`config.mk`:
```
export PLATFORM = sky130hd
export DESIGN_NAME = pipelined_cla_adder
export DESIGN_NICKNAME = d
export VERILOG_FILES = /design/src/rtl/pipelined_cla_adder_pkg.sv /design/src/rtl/cla_group4.sv /design/src/rtl/pipelined_cla_adder.sv
export SDC_FILE = /design/constraint.sdc
export NUM_CORES = 1
export LEC_CHECK = 0
export CORE_MARGIN = 1
export CORE_UTILIZATION = 55
export CTS_CLUSTER_DIAMETER = 50
export CTS_CLUSTER_SIZE = 16
export DETAILED_ROUTE_END_ITERATION = 6
export PLACE_DENSITY = 0.8
export SYNTH_ARGS = -nofsm -noshare
export SYNTH_HDL_FRONTEND = slang
export SYNTH_SLANG_ARGS = --single-unit
export TNS_END_PERCENT = 20
```
`constraint.sdc`:
```
create_clock -name clk -period 2.34 [get_ports clk]
set_input_delay 0.468 -clock clk [delete_from_list [all_inputs] [get_ports clk]]
set_output_delay 0.468 -clock clk [all_outputs]
set_load 0.02 [all_outputs]
```
`src/rtl/pipelined_cla_adder_pkg.sv`:
```
// Shared constants and parameter legality helper for the pipelined
// carry-look-ahead adder.
package pipelined_cla_adder_pkg;

  localparam int GRP_W = 4;

  function automatic bit width_ok(input int w);
    return (w >= GRP_W) && (w <= 64) && ((w % GRP_W) == 0);
  endfunction

endpackage

```
`src/rtl/cla_group4.sv`:
```
// Combinational 4-bit carry-look-ahead group; every carry is a flat
// sum-of-products of generate/propagate terms and the group carry-in.
module cla_group4
  import pipelined_cla_adder_pkg::*;
(
  input  logic [GRP_W-1:0] a,
  input  logic [GRP_W-1:0] b,
  input  logic             c_in,
  output logic [GRP_W-1:0] sum,
  output logic             c_out,
  output logic             c_msb_in
);

  logic [GRP_W-1:0] g;
  logic [GRP_W-1:0] p;
  logic [GRP_W:0]   c;

  assign g = a & b;
  assign p = a ^ b;

  assign c[0] = c_in;
  assign c[1] = g[0] | (p[0] & c_in);
  assign c[2] = g[1] | (p[1] & g[0]) | (p[1] & p[0] & c_in);
  assign c[3] = g[2] | (p[2] & g[1]) | (p[2] & p[1] & g[0])
              | (p[2] & p[1] & p[0] & c_in);
  assign c[4] = g[3] | (p[3] & g[2]) | (p[3] & p[2] & g[1])
              | (p[3] & p[2] & p[1] & g[0])
              | (p[3] & p[2] & p[1] & p[0] & c_in);

  assign sum      = p ^ c[GRP_W-1:0];
  assign c_out    = c[GRP_W];
  assign c_msb_in = c[GRP_W-1];

endmodule

```
`src/rtl/pipelined_cla_adder.sv`:
```
// Adder/subtractor pipelined one 4-bit look-ahead group per stage, with
// valid/ready handshaking and collapsing bubbles.
module pipelined_cla_adder
  import pipelined_cla_adder_pkg::*;
#(
  parameter int WIDTH = 16
) (
  input  logic             clk,
  input  logic             rst_n,
  input  logic             in_valid,
  output logic             in_ready,
  input  logic [WIDTH-1:0] a,
  input  logic [WIDTH-1:0] b,
  input  logic             cin,
  input  logic             sub,
  output logic             out_valid,
  input  logic             out_ready,
  output logic [WIDTH-1:0] sum,
  output logic             cout,
  output logic             ovf,
  output logic             zero
);

  localparam int NGRP = WIDTH / GRP_W;

  if (!width_ok(WIDTH)) begin : g_bad_width
    $error("pipelined_cla_adder: WIDTH must be a multiple of 4 in 4..64");
  end

  logic             adv;
  logic [WIDTH-1:0] b_eff;
  logic             c_first;

  assign adv      = !out_valid | out_ready;
  assign in_ready = adv;

  // Subtraction is folded in up front so every stage only ever adds.
  assign b_eff   = sub ? ~b : b;
  assign c_first = sub | cin;

  for (genvar k = 0; k < NGRP; k++) begin : g_stg
    localparam int LO = k * GRP_W;

    logic [WIDTH-LO-1:0]    ra;
    logic [WIDTH-LO-1:0]    rb;
    logic                   gci;
    logic                   gco;
    logic                   gcm;
    logic [GRP_W-1:0]       gs;
    logic                   v_in;
    logic                   en;
    logic [LO+GRP_W-1:0]    s_cur;

    if (k == 0) begin : g_in
      assign ra    = a;
      assign rb    = b_eff;
      assign gci   = c_first;
      assign v_in  = in_valid & adv;
      assign s_cur = gs;
    end else begin : g_in
      assign ra    = g_stg[k-1].g_reg.a_q;
      assign rb    = g_stg[k-1].g_reg.b_q;
      assign gci   = g_stg[k-1].g_reg.c_q;
      assign v_in  = g_stg[k-1].g_reg.v_q;
      assign s_cur = {gs, g_stg[k-1].g_reg.s_q};
    end

    cla_group4 u_grp (
      .a        (ra[GRP_W-1:0]),
      .b        (rb[GRP_W-1:0]),
      .c_in     (gci),
      .sum      (gs),
      .c_out    (gco),
      .c_msb_in (gcm)
    );

    if (k < NGRP - 1) begin : g_reg
      logic [WIDTH-LO-GRP_W-1:0] a_q;
      logic [WIDTH-LO-GRP_W-1:0] b_q;
      logic [LO+GRP_W-1:0]       s_q;
      logic                      c_q;
      logic                      v_q;

      // An empty stage may always refill, so bubbles collapse under a stall.
      assign en = g_stg[k+1].en | ~v_q;

      always_ff @(posedge clk or negedge rst_n) begin
        if (!rst_n) begin
          v_q <= 1'b0;
          c_q <= 1'b0;
          a_q <= '0;
          b_q <= '0;
          s_q <= '0;
        end else if (en) begin
          v_q <= v_in;
          c_q <= gco;
          a_q <= ra[WIDTH-LO-1:GRP_W];
          b_q <= rb[WIDTH-LO-1:GRP_W];
          s_q <= s_cur;
        end
      end
    end else begin : g_out
      assign en = adv;

      always_ff @(posedge clk or negedge rst_n) begin
        if (!rst_n) begin
          out_valid <= 1'b0;
          sum       <= '0;
          cout      <= 1'b0;
          ovf       <= 1'b0;
          zero      <= 1'b0;
        end else if (en) begin
          out_valid <= v_in;
          sum       <= s_cur;
          cout      <= gco;
          ovf       <= gcm ^ gco;
          zero      <= (s_cur == '0);
        end
      end
    end
  end

endmodule

```
# [Word level (Yosys, flattened, before mapping)]
# Cells that the tools add are included.
[totals] reg_bits=98 input_bits=38
[classes] mux=1 bitwise=127 reduce_logical=2
[op_table] op="$and A1 B1 Y1" count=65
[op_table] op="$or A1 B1 Y1" count=45
[op_table] op="$xor A4 B4 Y4" count=8
[op_table] op="$and A4 B4 Y4" count=4
[op_table] op="$logic_not A16 Y1" count=1
[op_table] op="$mux W16" count=1
[op_table] op="$not A16 Y16" count=1
[op_table] op="$not A1 Y1" count=3
[op_table] op="$logic_not A1 Y1" count=1
[op_table] op="$xor A1 B1 Y1" count=1

# [Logic depth before layout (Yosys ltp)]
[logic_depth] depth_word=8 ltp_mapped=9 depth_no_buf=7

# [Modules after synthesis]
# Synthesis repeated with hierarchy kept, for this count alone.
[hier_totals] hier_cells=322 area_unflattened_um2=4435.5
[by_module_without_submodules] mod="pipelined_cla_adder" instances=1 cells_per_inst=254 area_per_inst_um2=3829.9
[by_module_without_submodules] mod="cla_group4 at g_stg[0].u_grp ..." instances=3 cells_per_inst=18 area_per_inst_um2=155.1
[by_module_without_submodules] mod="cla_group4 at g_stg[3].u_grp" instances=1 cells_per_inst=14 area_per_inst_um2=140.1

# [Worst setup path before layout]
# Ideal clock, no wire load.
[synth_timing] kind="input port to flip-flop" startpoint="input sub" endpoint="register g_stg[0].g_reg.s_q[3]" setup_ns=0.126 arrival_time_ns=2.060 path_slack_ns=0.154 cell_stages=9 path_cell_list="buf_2 > buf_2 > xor2_1 > ha_1 > a21oi_1 > a21boi_0 > or3_1 > nand2_1 > a21oi_1"
[synth_between] elab_chain_len=7 elab_cells_between_ends=13 cone_classes="mux: 1; bitwise: 12"
[synth_lines] item="from (decl)" line="pipelined_cla_adder.sv:15" text="input logic sub,"
[synth_lines] item="$mux W16" line="pipelined_cla_adder.sv:38" text="assign b_eff = sub ? ~b : b;"
[synth_lines] item="$xor A4 B4 Y4 / $and A4 B4 Y4 (equally long branches)" line="cla_group4.sv:19, cla_group4.sv:18"
[synth_lines] item="$and A1 B1 Y1 (on tied branches)" line="cla_group4.sv:24, cla_group4.sv:25"
[synth_lines] item="$or A1 B1 Y1 (tied with other cells)" line="cla_group4.sv:24" text="assign c[3] = g[2] | (p[2] & g[1]) | (p[2] & p[1] & g[0])"
[synth_lines] item="$or A1 B1 Y1 / $and A1 B1 Y1 (equally long branches)" line="cla_group4.sv:24, cla_group4.sv:25"
[synth_lines] item="$or A1 B1 Y1" line="cla_group4.sv:25" text="| (p[2] & p[1] & p[0] & c_in);"
[synth_lines] item="$xor A4 B4 Y4 (*)" line="cla_group4.sv:30" text="assign sum = p ^ c[GRP_W-1:0];"
[synth_lines] item="to (signal assigned)" line="pipelined_cla_adder.sv:99" text="s_q <= s_cur;"
[synth_lines] item="to (decl)" line="pipelined_cla_adder.sv:80" text="logic [LO+GRP_W-1:0] s_q;"
# Every way passes the cells marked *; elsewhere a longest branch is shown, timed or not.
# A chain may end at the register's enable or synchronous reset.

# [Final worst setup path]
[layout_timing] startpoint="input out_ready" endpoint="output in_ready"
[layout_between] elab_chain_len=1
[layout_lines] item="from (decl)" line="pipelined_cla_adder.sv:17" text="input logic out_ready,"
[layout_lines] item="$or A1 B1 Y1" line="pipelined_cla_adder.sv:34" text="assign adv = !out_valid | out_ready;"
[layout_lines] item="to (decl)" line="pipelined_cla_adder.sv:11" text="output logic in_ready,"
# Every way passes these cells.

==> impl_metrics.toml <==
[cts]
path_clk_slew_ns = 0.09
clockBufferDepth = 2
root_buffer = "clkbuf_8"
cts_hold_buffers = 0
postCtsResizedCells = 0
clock-sinks = 98
clock_latency_ns = 0.35
cts_buffers = 9
cts_setup_buffers = 0
htree_num_levels = 3
cts_tree = "yes"

[routing]
wl_met3_um = 215
top_layer = "met4"
wl_met2_um = 3380
vias_per_cell = 5.05
drcViolationCount = 0
postRouteAntennaNets = 0
wl_met1_um = 3530
vias = 2872
firstDrtPassIters = 4
drt-total-wl_um = 7240
drtIter0Drc = 104
wl_per_cell_um = 12.7

[synth]
yosysTopAreaCell = "dfrtp_1"
synthTopCellsByArea = "dfrtp_1 57%, nand2_1 10%, mux2_2 4.7%"
synth_edf_count = 0
ys_seq_area_share_pct = 56.7
syn_area_per_cell_um2 = 10.8
ys_top_cells_by_count = "115 x nand2_1, 98 x dfrtp_1, 29 x a21oi_1"
ys_ff_latch = 98
syn-cell-area_um2 = 4330
syn_inst = 401
syn-num-nets = 459
ys_warn_count = 0
post-synth-top-area-fraction_pct = 56.7
yosysMostFrequentCell = "nand2_1"
synthArstFlopShare_pct = 100
ys_types = 35
synthFlopType = "dfrtp_1"

[floorplan]
dieHeight_um = 90.7
core-area_um2 = 7410
rows = 31
ios = 59
design.die.area_um2 = 8230
die_w_um = 90.7
initial_core_util_pct = 58.4

[sta]
hold_violations = 0
worst_pin_slew_ns = 0.545
whs_ns = 0.0959
max_clock_freq_ghz = 0.462
slew_violations = 0
fin_crit_ns = 2.16
rsz0062_at_grt = "no"
final-setup-viol-count = 0
fin_setup_tns_ns = 0
skew_ns = 0.0100
post-route-period-util_pct = 92.5
maxSlewHeadroom_pct = 63.6

[power]
pwr_density_cell_nw_per_um2 = 976
switching_share_pct = 30.9
ir_drop_mv = 0.359
p_switching_mw = 1.59
combPwrFrac_pct = 30.4
seq_power_share_pct = 47.1
power.internal_mw = 3.56
clock_power_share_pct = 22.6
cellLeakagePower_nw = 2.45
finalPower_mw = 5.16

[layout]
fin_util_pct = 71.3
n_antenna_cell = 0
multiInputGateArea_um2 = 1750
layout.nets = 523
layout-area-overhead-vs-synth_pct = 22.2
drive_above_1_share_pct = 11.3
fill_cells = 540
regArea_um2 = 2450

[status]
status = "finished clean"

[worst_hold_path]
hold_class = "in -> async"

[grt]
grt_first_pass_wirelength_um = 13100
grt_pass1_vias = 2857
grt-ovfl-total = 0
grt_usage_pct = 20.5
antenna_found_initial = 0
grt_max_degree = 48

[worst_setup_path]
start_kind = "input pin"
cp.arrival_ns = 1.70
end_kind = "primary output"
required_ns = 1.87
crit_type = "in -> out"
path_max_fanout = 4

[placed_design]
place.gp.congestion = 0.767
port_buffers = 58
hpwl_um = 5280

[run]
drv_cap = 0
[registers in the layout (all words and copies together) (netlist names)]
signal and count:
g_stg.g_reg.a_q 24, g_stg.g_reg.b_q 24, g_stg.g_reg.s_q 24, sum 16
g_stg.g_reg.c_q 3, g_stg.g_reg.v_q 3, cout 1, out_valid 1
ovf 1, zero 1
[per-layer routing]
metal  track usage, %  up-vias
met5                0        -
met4             10.5        0
met3             2.61        7
met2             31.9       61
met1             28.2     1374
li1                 -     1430
[path summary, 6_finish.rpt]
kind                                                   start                                 to  slack (ns)  depth (start not counted)
setup / recovery                                   out_ready                           in_ready        0.18                          4
hold / removal                                         rst_n  g_stg[0].g_reg.a_q[6]$_DFFE_PN0P_         0.1                          1
setup reg to reg           g_stg[2].g_reg.b_q[0]$_DFFE_PN0P_                sum[15]$_DFFE_PN0N_        0.53                          6
hold reg to reg            g_stg[1].g_reg.a_q[4]$_DFFE_PN0P_  g_stg[1].g_reg.a_q[4]$_DFFE_PN0P_        0.47                          2
max in group asynchronous                              rst_n  g_stg[0].g_reg.a_q[5]$_DFFE_PN0P_        1.64                          2
min in group clk           g_stg[1].g_reg.a_q[4]$_DFFE_PN0P_  g_stg[1].g_reg.a_q[4]$_DFFE_PN0P_        0.47                          2
[power groups by stage]
stage | Clock (mW) | Sequential, mW | Combinational [mW]
final | 1.16 | 2.43 | 1.57
after global routing | 1.25 | 2.50 | 1.74
after CTS | 1.19 | 2.43 | 1.59
after detailed placement | 0 | 2.46 | 1.58
after global placement | 0 | 2.44 | 1.53
after floorplan | 0 | 2.57 | 0.809
[stage by stage]
step                cells  instance area [µm²]  setup WS, ns
finish                569                 5290         0.177
global route          569                 5290         0.128
CTS                   569                 5290         0.174
detailed placement    553                 5070       -0.0692
global placement      553                 5070      -0.00935
floorplan             401                 4330         0.154
[cells in the final DEF, fill, tap and decap left out, drive strengths merged, types with 2 or more instances in the layout]
cell type / netlist / layout
nand2: 116 / 116
dfrtp: 98 / 98
clkdlybuf4s50: 0 / 57
mux2: 30 / 30
a21oi: 29 / 29
nor2: 27 / 27
xnor2: 22 / 22
ha: 16 / 16
buf: 14 / 14
clkbuf: 4 / 11
inv: 7 / 7
xor2: 5 / 5
o21ai: 4 / 4
nand2b: 4 / 4
fa: 4 / 4
a21o: 3 / 3
or3: 2 / 2
a31oi: 2 / 2
o21bai: 2 / 2
bufinv: 0 / 2
clkinv: 0 / 2
nor4: 2 / 2
[logic make-up after synthesis]
group                      synth area share, %
adders and majority gates                 6.48
and+or+nand+nor                           14.9
xor gates and xnor gates                  5.47
buffers and inverters                     2.86
DFF                                       56.7
muxes                                     7.81
AOI/OAI and AO/OA                         5.84
[critical path: stages]
cell	delay [ns]
clkdlybuf4s50_1	0.51
nor2b_4	0.06
inv_1	0.07
clkdlybuf4s50_1	0.59
[final cells by class]
type | count | share of cell area (%)
multi-input combinational | 278 | 33.1
clock inverter | 5 | 1.47
timing repair buffer | 71 | 13.5
inverter | 7 | 0.497
tap | 99 | 2.34
clock buffer | 11 | 2.68
sequential | 98 | 46.4
Power figures use the tool's default switching activity.
